`src/rtl/load_store_unit_if.sv`:
```
// Bundle of the load/store unit's execute, memory and writeback signals.
//   Execute side : ex_valid, ex_ready, ALUResult, WriteData, MemWrite, Funct3, Rd
//   Memory side  : mem_req, mem_we, mem_addr, mem_be, mem_wdata, mem_ack, mem_rdata
//   Writeback    : wb_valid, wb_we, RdOut, ReadData, mem_err
// Modport master is the load/store unit; modport slave is its environment
// (execute stage, memory and writeback together).
interface load_store_unit_if #(
  parameter int unsigned DATA_WIDTH = 32
);
  logic                  ex_valid;
  logic                  ex_ready;
  logic [DATA_WIDTH-1:0] ALUResult;
  logic [DATA_WIDTH-1:0] WriteData;
  logic                  MemWrite;
  logic [2:0]            Funct3;
  logic [4:0]            Rd;

  logic                  mem_req;
  logic                  mem_we;
  logic [DATA_WIDTH-1:0] mem_addr;
  logic [3:0]            mem_be;
  logic [DATA_WIDTH-1:0] mem_wdata;
  logic                  mem_ack;
  logic [DATA_WIDTH-1:0] mem_rdata;

  logic                  wb_valid;
  logic                  wb_we;
  logic [4:0]            RdOut;
  logic [DATA_WIDTH-1:0] ReadData;
  logic                  mem_err;

  modport master (
    input  ex_valid, ALUResult, WriteData, MemWrite, Funct3, Rd, mem_ack, mem_rdata,
    output ex_ready, mem_req, mem_we, mem_addr, mem_be, mem_wdata,
    output wb_valid, wb_we, RdOut, ReadData, mem_err
  );

  modport slave (
    output ex_valid, ALUResult, WriteData, MemWrite, Funct3, Rd, mem_ack, mem_rdata,
    input  ex_ready, mem_req, mem_we, mem_addr, mem_be, mem_wdata,
    input  wb_valid, wb_we, RdOut, ReadData, mem_err
  );
endinterface

```
`src/rtl/load_store_unit.sv`:
```
// Load/store unit: accepts one memory operation at a time from execute, issues a
// single word-aligned request to memory, and reports one writeback pulse.
//   clk  : clock, rising edge
//   rst  : synchronous active-high reset
//   bus  : load_store_unit_if.master (execute, memory and writeback signals)
// Illegal or misaligned accesses skip memory and report mem_err directly.
module load_store_unit #(
  parameter int unsigned DATA_WIDTH = 32
) (
  input  logic              clk,
  input  logic              rst,
  load_store_unit_if.master bus
);

  typedef enum logic [1:0] {StIdle, StBusy, StDone} state_e;

  state_e                state_q, state_d;
  logic [DATA_WIDTH-1:0] addr_q;
  logic [DATA_WIDTH-1:0] wdata_q;
  logic [DATA_WIDTH-1:0] rdata_q;
  logic                  we_q;
  logic [2:0]            funct3_q;
  logic [4:0]            rd_q;
  logic                  err_q;

  logic                  accept;
  logic                  illegal;
  logic                  misaligned;
  logic                  busy;
  logic                  done;
  logic [3:0]            be;
  logic [DATA_WIDTH-1:0] wdata_rep;
  logic [7:0]            rd_byte;
  logic [15:0]           rd_half;
  logic [DATA_WIDTH-1:0] load_ext;

  assign accept = (state_q == StIdle) && bus.ex_valid;
  assign busy   = (state_q == StBusy);
  assign done   = (state_q == StDone);

  // Error classification on the live execute inputs; result is latched on accept.
  always_comb begin
    illegal    = 1'b0;
    misaligned = 1'b0;
    case (bus.Funct3)
      3'b000: ;
      3'b001: misaligned = bus.ALUResult[0];
      3'b010: misaligned = |bus.ALUResult[1:0];
      3'b100: illegal    = bus.MemWrite;
      3'b101: begin
        illegal    = bus.MemWrite;
        misaligned = bus.ALUResult[0];
      end
      default: illegal = 1'b1;
    endcase
  end

  always_comb begin
    state_d = state_q;
    unique case (state_q)
      StIdle: if (bus.ex_valid) state_d = (illegal || misaligned) ? StDone : StBusy;
      StBusy: if (bus.mem_ack) state_d = StDone;
      StDone: state_d = StIdle;
      default: state_d = StIdle;
    endcase
  end

  // Store lane placement from the latched access.
  always_comb begin
    be        = 4'b1111;
    wdata_rep = wdata_q;
    case (funct3_q[1:0])
      2'b00: begin
        be        = 4'b0001 << addr_q[1:0];
        wdata_rep = {4{wdata_q[7:0]}};
      end
      2'b01: begin
        be        = 4'b0011 << addr_q[1:0];
        wdata_rep = {2{wdata_q[15:0]}};
      end
      default: ;
    endcase
  end

  // Load lane selection and extension of the word returned with mem_ack.
  always_comb begin
    rd_byte  = bus.mem_rdata[7:0];
    rd_half  = addr_q[1] ? bus.mem_rdata[31:16] : bus.mem_rdata[15:0];
    load_ext = bus.mem_rdata;
    case (addr_q[1:0])
      2'b00: rd_byte = bus.mem_rdata[7:0];
      2'b01: rd_byte = bus.mem_rdata[15:8];
      2'b10: rd_byte = bus.mem_rdata[23:16];
      default: rd_byte = bus.mem_rdata[31:24];
    endcase
    case (funct3_q)
      3'b000: load_ext = {{24{rd_byte[7]}}, rd_byte};
      3'b001: load_ext = {{16{rd_half[15]}}, rd_half};
      3'b100: load_ext = {24'd0, rd_byte};
      3'b101: load_ext = {16'd0, rd_half};
      default: load_ext = bus.mem_rdata;
    endcase
  end

  always_ff @(posedge clk) begin
    if (rst) begin
      state_q  <= StIdle;
      addr_q   <= '0;
      wdata_q  <= '0;
      rdata_q  <= '0;
      we_q     <= 1'b0;
      funct3_q <= 3'b000;
      rd_q     <= 5'd0;
      err_q    <= 1'b0;
    end else begin
      state_q <= state_d;
      if (accept) begin
        addr_q   <= bus.ALUResult;
        wdata_q  <= bus.WriteData;
        we_q     <= bus.MemWrite;
        funct3_q <= bus.Funct3;
        rd_q     <= bus.Rd;
        err_q    <= illegal || misaligned;
        // Stores and faulted accesses report zero read data.
        rdata_q  <= '0;
      end else if (busy && bus.mem_ack && !we_q) begin
        rdata_q <= load_ext;
      end
    end
  end

  // Memory outputs are only driven while the request is outstanding.
  assign bus.ex_ready  = (state_q == StIdle);
  assign bus.mem_req   = busy;
  assign bus.mem_we    = busy && we_q;
  assign bus.mem_addr  = busy ? {addr_q[DATA_WIDTH-1:2], 2'b00} : '0;
  assign bus.mem_be    = busy ? be : 4'b0000;
  assign bus.mem_wdata = busy ? wdata_rep : '0;

  assign bus.wb_valid  = done;
  assign bus.wb_we     = done && !we_q && !err_q && (rd_q != 5'd0);
  assign bus.RdOut     = rd_q;
  assign bus.ReadData  = rdata_q;
  assign bus.mem_err   = done && err_q;

endmodule

```
`src/flat_wrapper.sv`:
```
// flat-port wrapper written by rule: the top's interface ports become plain ports
module load_store_unit_flat 
#(
  parameter int unsigned DATA_WIDTH = 32
)
  (clk, rst, bus_ex_valid, bus_ALUResult, bus_WriteData, bus_MemWrite, bus_Funct3, bus_Rd, bus_mem_ack, bus_mem_rdata, bus_ex_ready, bus_mem_req, bus_mem_we, bus_mem_addr, bus_mem_be, bus_mem_wdata, bus_wb_valid, bus_wb_we, bus_RdOut, bus_ReadData, bus_mem_err);
  load_store_unit_if #(.DATA_WIDTH(DATA_WIDTH)) bus_i ();
  input  logic clk;
  input  logic rst;
  input wire logic [$bits(bus_i.ex_valid)-1:0] bus_ex_valid;
  input wire logic [$bits(bus_i.ALUResult)-1:0] bus_ALUResult;
  input wire logic [$bits(bus_i.WriteData)-1:0] bus_WriteData;
  input wire logic [$bits(bus_i.MemWrite)-1:0] bus_MemWrite;
  input wire logic [$bits(bus_i.Funct3)-1:0] bus_Funct3;
  input wire logic [$bits(bus_i.Rd)-1:0] bus_Rd;
  input wire logic [$bits(bus_i.mem_ack)-1:0] bus_mem_ack;
  input wire logic [$bits(bus_i.mem_rdata)-1:0] bus_mem_rdata;
  output wire logic [$bits(bus_i.ex_ready)-1:0] bus_ex_ready;
  output wire logic [$bits(bus_i.mem_req)-1:0] bus_mem_req;
  output wire logic [$bits(bus_i.mem_we)-1:0] bus_mem_we;
  output wire logic [$bits(bus_i.mem_addr)-1:0] bus_mem_addr;
  output wire logic [$bits(bus_i.mem_be)-1:0] bus_mem_be;
  output wire logic [$bits(bus_i.mem_wdata)-1:0] bus_mem_wdata;
  output wire logic [$bits(bus_i.wb_valid)-1:0] bus_wb_valid;
  output wire logic [$bits(bus_i.wb_we)-1:0] bus_wb_we;
  output wire logic [$bits(bus_i.RdOut)-1:0] bus_RdOut;
  output wire logic [$bits(bus_i.ReadData)-1:0] bus_ReadData;
  output wire logic [$bits(bus_i.mem_err)-1:0] bus_mem_err;
  assign bus_i.ex_valid = bus_ex_valid;
  assign bus_i.ALUResult = bus_ALUResult;
  assign bus_i.WriteData = bus_WriteData;
  assign bus_i.MemWrite = bus_MemWrite;
  assign bus_i.Funct3 = bus_Funct3;
  assign bus_i.Rd = bus_Rd;
  assign bus_i.mem_ack = bus_mem_ack;
  assign bus_i.mem_rdata = bus_mem_rdata;
  assign bus_ex_ready = bus_i.ex_ready;
  assign bus_mem_req = bus_i.mem_req;
  assign bus_mem_we = bus_i.mem_we;
  assign bus_mem_addr = bus_i.mem_addr;
  assign bus_mem_be = bus_i.mem_be;
  assign bus_mem_wdata = bus_i.mem_wdata;
  assign bus_wb_valid = bus_i.wb_valid;
  assign bus_wb_we = bus_i.wb_we;
  assign bus_RdOut = bus_i.RdOut;
  assign bus_ReadData = bus_i.ReadData;
  assign bus_mem_err = bus_i.mem_err;
  load_store_unit #(.DATA_WIDTH(DATA_WIDTH)) u_core (.clk(clk), .rst(rst), .bus(bus_i));
endmodule
```
`config.mk`:
```
export PLATFORM = sky130hd
export DESIGN_NAME = load_store_unit_flat
export DESIGN_NICKNAME = d
export VERILOG_FILES = /design/src/rtl/load_store_unit_if.sv /design/src/rtl/load_store_unit.sv /design/src/flat_wrapper.sv
export SDC_FILE = /design/constraint.sdc
export NUM_CORES = 1
export LEC_CHECK = 0
export CORE_UTILIZATION = 43
export CTS_CLUSTER_SIZE = 25
export DETAILED_ROUTE_END_ITERATION = 7
export PLACE_DENSITY = 0.88
export SYNTH_ARGS = -nofsm -noshare
export SYNTH_HDL_FRONTEND = slang
export SYNTH_SLANG_ARGS = --single-unit
export TNS_END_PERCENT = 100
```
`constraint.sdc`:
```
create_clock -name clk -period 2 [get_ports clk]
set_input_delay 0.4 -clock clk [delete_from_list [all_inputs] [get_ports clk]]
set_output_delay 0.4 -clock clk [all_outputs]
set_load 0.05 [all_outputs]
```
---- Yosys cells after proc, flatten, opt, wreduce, memory -nomap -nowiden ----
Cells that the tools add are included.
W data, S select, Z words.
cells by class
  reductions and logical operators ........ 23
  equality and inequality tests ........... 14
  shifts and indexed selects .............. 2
  mux-type cells .......................... 14
operator list
  operator               count
  $pmux W32 S4           1
  $mux W32               2
  $pmux W32 S2           1
  $pmux W8 S3            1
  $mux W16               1
  $eq A3 B3 Y1 const B   4
  $logic_and A1 B1 Y1    8
  $pmux W4 S2            1
  $reduce_or A2 Y1       4
  $eq A2 B1 Y1 const B   3
  $eq A3 B1 Y1 const B   2
  $logic_not A2 Y1       3
  $logic_not A3 Y1       2
  $mux W2                3
  $reduce_bool A5 Y1     1
  $eq A2 B2 Y1 const B   2
  $mux W4                1
  $ne A2 B2 Y1 const B   2
  $pmux W1 S2            2
  $pmux W2 S2            1
  $shl A1 B2 Y4 const A  1
  $shl A2 B2 Y4 const A  1
  $eq A3 B2 Y1 const B   1
  $reduce_or A3 Y1       1
  other kinds (3)        4
word-level totals
  input bits .............................. 109
  logic and storage cells ................. 61
  flip-flop bits (word level) ............. 108

---- Logic depth before layout (Yosys ltp) ----
Gate-level depths: netlist (run 1).
  word-level depth ........................ 7
  depth in mapped cells ................... 6

---- Worst setup path before layout (run 1) ----
OpenSTA, ideal clock, no wires.
  kind .................................... register -> output
  start ................................... register u_core.state_q[1]
  end ..................................... output bus_wb_we
  arrival ................................. 2.513 ns
  buffers on the path ..................... 0
  stages on the path, launching flop included .. 3
  slack ................................... -0.913 ns
  cells stage by stage .................... dfxtp_1 > and2b_1 > nor4b_1
on the way
  longest elaborated chain between the ends .. 4
RTL lines
  item                              RTL line                text
  start: declaration                load_store_unit.sv:17   state_e state_q, state_d;
  start signal: assignment          load_store_unit.sv:107  state_q <= StIdle;
  start signal: assignment          load_store_unit.sv:116  state_q <= state_d;
  $eq A2 B2 Y1                      load_store_unit.sv:39   assign done = (state_q == StDone);
  net bus_wb_valid                  flat_wrapper.sv:24      output wire logic [$bits(bus_i.wb_valid)-1:0] bus_wb_valid;
  $logic_and A1 B1 Y1 (3 in a row)  load_store_unit.sv:141  assign bus.wb_we = done && !we_q && !err_q && (rd_q != 5'd0);
  end: declaration                  flat_wrapper.sv:25      output wire logic [$bits(bus_i.wb_we)-1:0] bus_wb_we;
The timed path passes the listed nets, and every way through them passes these cells.

---- Worst setup path in the final report (run 1) ----
  start ................................... register u_core.rd_q[0] (netlist: u_core.bus.RdOut[0])
  end ..................................... output bus_wb_we
on the way
  longest elaborated chain between the ends .. 2
RTL lines
  item                      RTL line                text
  start: declaration        load_store_unit.sv:23   logic [4:0] rd_q;
  start signal: assignment  load_store_unit.sv:122  rd_q <= bus.Rd;
  $reduce_bool A5 Y1        load_store_unit.sv:141
  $logic_and A1 B1 Y1       load_store_unit.sv:141
Every way passes these cells.

==> results of run 1 <==
worst max-delay path: stages, from the launching register on:
cell and delay [ns]:
dfxtp_2 0.33, or4_4 0.55, nor2_4 0.10, nor4b_2 0.05, buf_4 0.19
flip-flops by register name (all words and copies together), names as in the netlist:
register / count
u_core.addr_q: 32
u_core.state_q: 2
u_core.err_q: 1
u_core.wdata_q: 32
u_core.we_q: 1
u_core.funct3_q: 3
u_core.bus.RdOut: 5
u_core.bus.ReadData: 32
path summary, 6_finish.rpt:
| path | start | to | slack, ns |
|---|---|---|---|
| setup / recovery | u_core.bus.RdOut[0] | bus_wb_we | 0.03 |
| hold / removal | u_core.addr_q[21] | u_core.addr_q[21] | 0.45 |
| setup reg to reg | u_core.state_q[1] | u_core.bus.ReadData[10] | 0.29 |
| hold reg to reg | u_core.addr_q[21] | u_core.addr_q[21] | 0.45 |
layout make-up:
class,instances,share of cell area [%]
clock buffers,10,2.78
clock inverters,6,0.669
inverters,2,0.243
multi-input cells,520,33.8
flip-flops and latches,108,26.4
well taps,143,2.17
repair buffers,259,33.9
metal layers:
layer	vias up	part of all wire (%)	global-route usage, %	wire length [um]
met1	2682	39	32.8	6900
met2	287	48	46.0	8500
met3	43	10	9.71	1800
met4	0	3.0	8.62	535
li1	2723	-	-	-
met5	-	0	0	0
metrics by stage:
| stage | cell area [um^2] | instances | hold slack (ns) |
|---|---|---|---|
| after floorplan | 5120 | 689 | 0.432 |
| after global placement | 7550 | 1025 | 0.437 |
| after detailed placement | 7550 | 1025 | 0.442 |
| after CTS | 7990 | 1042 | 0.453 |
| after global routing | 8230 | 1048 | 0.472 |
| final | 8230 | 1048 | 0.452 |
logic make-up after synthesis:
family,count (synthesis),synth area share [%]
mux,28,5.57
simple gates,304,26.1
buf+inv,61,5.20
compound gates,186,20.4
other cells,1,0.0739
flops,108,42.6
timing repair:
action / CTS / global route
gates resized for setup: 39 / 41
setup endpoints to repair: 55 / 58
gates cloned: 1 / 5
pin swaps: 2 / 2
setup buffers: 0 / 1
placed cells by master (no fill, tap or decap), types with 5 or more instances in the layout:
master           instances
buf_4                   51
buf_6                   40
nor2_1                  26
nand2_1                194
a21oi_2                 15
dfxtp_2                  6
a21oi_1                101
buf_12                  21
a31o_2                   5
a211oi_1                 6
o21ai_0                 42
nor3_1                  10
a221oi_1                 8
dfxtp_1                101
and2_1                  35
nor2_2                  11
clkdlybuf4s50_1        140
and2_4                   5
clkbuf_16               12
mux2i_1                 25
power breakdown:
group	total [W]	switching [W]	internal, W
combinational	0.00120	0.000659	0.000541
clock	0.00174	0.000865	0.000872
sequential	0.00236	0.0000909	0.00227
==> results.toml, run 1 <==
[outcome]
outcome = "finished clean"

[synthesis]
yosysWarningCount = 0
syn_area_um2 = 5070
ys_ff_latch = 108
yosysTopAreaCell = "dfxtp_1"
synth.most_common_cell = "nand2_1"
ys_seq_area_share_pct = 42.6
ys_types = 42
synth-main-ff-cell = "dfxtp_1"
synthTopCellsByArea = "dfxtp_1, nand2_1, a21oi_1, mux2i_1, and2_1"
synth_common_cells = "nand2_1, a21oi_1, dfxtp_1"
avgSynthCellArea_um2 = 7.37
synth_edf_count = 0
synth_top_area_share_pct = 42.6
syn_inst = 688
async_flop_share_pct = 0

[setup_path]
start_kind = "flip-flop"
criticalPathCategory = "flip-flop to output pin"
reg2reg_depth = 6
path_max_fanout = 3
cp.required_ns = 1.60
arrival_ns = 1.57
cp-end-kind = "output pin"

[place]
portBuffers = 217
dpl.hpwl_um = 12000
gp_congestion = 0.848
preCtsSetupSlack_ns = -0.0566

[die]
core_area_um2 = 11500
die_w_um = 111
die_h_um = 111
die_area_um2 = 12200
io_pins = 220
row_count = 39
initial_core_util_pct = 44.2

[timing]
rsz0062_at_grt = "true"
slew_headroom_pct = 64.7
period_share_pct = 98.6
fmax_mhz = 507
drv_slew = 0
fin_ws_ns = 0.0284
fin_crit_ns = 1.97
tns_ns = 0
finalClockSkew_ns = 0.0121
setup_violations = 0
worst_pin_slew_ns = 0.527
finalHoldViolCount = 0

[global_routing]
grt_pass1_wl_um = 27400
grt_max_degree = 48
grt_pass1_vias = 5423
antenna_found_initial = 0
globalRouteTotalUtil_pct = 27.5
grt.overflow.total = 0

[cts]
cts.path.max_buffers = 2
ctsHtreeMaxLevel = 3
clkTransAtPathRegs_ns = 0.08
clock_latency_ns = 0.35
cts-root-buf = "clkbuf_16"
cts_tree = "built"
cts.sinks = 108
cts_hold_buffers = 0
cts_inserted_buffers = 9

[drt]
vias_per_cell = 5.47
drt-wirelength-per-cell_um = 16.9
post-route-drc-count = 0
wl_um = 17700
drt_iter0_markers = 566
num_vias = 5735
ant_nets = 0
first_pass_iters = 5

[finish]
fillCellCount = 856
seqCellArea_um2 = 2170
final_util_pct = 71.8
multi_input_area_um2 = 2780
antenna_cells = 0
num-nets-final = 1009
areaGrowthSynthToFinish_pct = 62.3
layout-drive-gt1-share_pct = 21.1

[power]
p_per_area_nw_per_um2 = 643
power_w = 0.00529
ir_drop_v = 0.000547
p_leak_nw = 3.16

[worst_hold_path]
min-delay-path-class = "flip-flop to flip-flop"
holdPathStages = 2

[job]
drv_cap = 0
Power figures use the tool's default switching activity.
==> run 2: changes to the inputs <==
- CORE_MARGIN: unset -> 5
==> run 2 against run 1 <==
Net effect: final cell count down 0.95%; critical endpoint is now bus_mem_wdata[21]; critical path depth unchanged; wire length up 2.1%; setup slack worse by 0.0035 ns; register-to-register slack better by 0.03 ns; sequential share of layout area up 0.052 points; combinational power about the same; critical path type unchanged.
==> results.toml, run 2 (synthesis gave the netlist of run 1 again) <==
[outcome]
outcome = "finished clean"

[power]
p_per_area_nw_per_um2 = 644
ir_drop_v = 0.000760
p_leak_nw = 3.15

[finish]
antenna_cells = 0
final_cell_mix = "nand2_1, clkdlybuf4s50_1, dfxtp_1"
layout-drive-gt1-share_pct = 21.1
multi_input_area_um2 = 2810
layout_commonest_cell = "nand2_1"
seqCellArea_um2 = 2170
num-nets-final = 999
fillCellCount = 854
areaGrowthSynthToFinish_pct = 62.0

[worst_hold_path]
min_from = "rst"
min-delay-path-class = "input port to flip-flop"
holdPathStages = 2
hold_end = "u_core.funct3_q[1]"

[setup_path]
crit_buf_inv = 2
cp-end-kind = "output pin"
arrival_ns = 1.58
path_max_fanout = 28
r2r_end = "u_core.bus.ReadData[0]"
r2r_slack_ns = 0.32
critPathMaxStageDelay_ns = 0.33
criticalPathCategory = "flip-flop to output pin"
cp.required_ns = 1.60
reg2reg_depth = 5
path_cells = "or2b_4 -> buf_8 -> nor2_1 -> buf_6"
cp_top_family = "simple AND/OR/NAND/NOR gates"
r2r_start = "u_core.funct3_q[0]"
critical-path-slowest-cell = "dfxtp_2"
start_kind = "flip-flop"

[timing]
setup_violations = 0
rsz0062_at_grt = "true"
drv_slew = 0
fmax_mhz = 506
period_share_pct = 98.8
worst_pin_slew_ns = 0.530
fin_ws_ns = 0.0248
holdWs_ns = 0.332
finalClockSkew_ns = 0.0122
finalHoldViolCount = 0
slew_headroom_pct = 64.6
fin_crit_ns = 1.98

[die]
die_h_um = 119
io_pins = 220
row_count = 39
core_area_um2 = 11500
die_w_um = 119
initial_core_util_pct = 44.2
die_area_um2 = 14100

[cts]
cts_hold_buffers = 0
clkTransAtPathRegs_ns = 0.08
cts_tree = "built"
cts.sinks = 108
cts_inserted_buffers = 9
cts.path.max_buffers = 2
clock_latency_ns = 0.35
ctsHtreeMaxLevel = 3
cts-root-buf = "clkbuf_16"

[drt]
num_vias = 5634
drt-wirelength-per-cell_um = 17.4
drt_iter0_markers = 489
first_pass_iters = 5
post-route-drc-count = 0
vias_per_cell = 5.43
wl_um = 18100
ant_nets = 0

[place]
gp_congestion = 0.887
preCtsSetupSlack_ns = -0.00155
portBuffers = 217
dpl.hpwl_um = 12500

[global_routing]
antenna_found_initial = 0
grt_pass1_wl_um = 28000
grt_pass1_vias = 5424
grt.overflow.total = 0
globalRouteTotalUtil_pct = 24.2
grt_max_degree = 73

[job]
drv_cap = 0
## run 2: cell count changes in the layout (fill, tap and decap cells not counted), sizes merged
cell | before | now
clkdlybuf4s50 | 140 | 138
buf | 116 | 109
clkinvlp | 2 | 1
clkbuf | 13 | 12
dlymetal6s2s | 0 | 1
## run 2: area by class of cell
class | count | area share (%)
Tap cell | 143 | 2.18
Clock inverter | 5 | 0.503
Sequential cell | 108 | 26.5
Timing Repair Buffer | 249 | 33.4
Clock buffer | 11 | 2.95
Multi-Input combinational cell | 520 | 34.2
Inverter | 2 | 0.244
## run 2: what timing repair did
| item | CTS | global route |
|---|---|---|
| gates resized for setup | 51 | 32 |
| gates cloned | 2 | 1 |
| setup endpoints to repair | 54 | 50 |
| pin swaps | 2 | 4 |
| setup buffers | 2 | 1 |
## run 2: worst max path at each step
stage                             start                      end  slack [ns]  cells after the start
CTS                 u_core.bus.RdOut[3]                bus_wb_we      -0.005                      4
finish                u_core.state_q[0]        bus_mem_wdata[21]        0.02                      4
global placement           bus_ex_valid  u_core.bus.ReadData[10]        0.03                      6
floorplan             u_core.state_q[0]            bus_mem_be[0]       -0.24                      4
global route          u_core.state_q[0]        bus_mem_wdata[17]       -0.03                      4
detailed placement         bus_ex_valid  u_core.bus.ReadData[10]      -0.002                      6
## run 2: metal layers
| layer | part of all wire, % | GRT usage (%) | vias to the layer above |
|---|---|---|---|
| met5 | 0 | 0 | - |
| met2 | 49 | 41.6 | 290 |
| met4 | 2.3 | 6.59 | 0 |
| met1 | 37 | 27.5 | 2601 |
| li1 | - | - | 2708 |
| met3 | 11 | 10.1 | 35 |
## run 2: stage by stage
stage / instances / instance area, um^2 / util, % / TNS, ns / total power (W)
final: 1038 / 8220 / 71.6 / 0 / 0.00529
after detailed placement: 1016 / 7560 / 65.9 / -0.00155 / 0.00351
after global routing: 1038 / 8220 / 71.6 / -0.116 / 0.00550
after CTS: 1036 / 8080 / 70.4 / -0.00492 / 0.00527
after global placement: 1016 / 7560 / 65.9 / 0 / 0.00350
after floorplan: 689 / 5120 / - / -3.83 / 0.00301
## run 2: power breakdown
part,switching (W),internal [W]
combinational,0.000656,0.000539
clock,0.000841,0.000897
sequential,0.0000928,0.00227
total,0.00159,0.00370
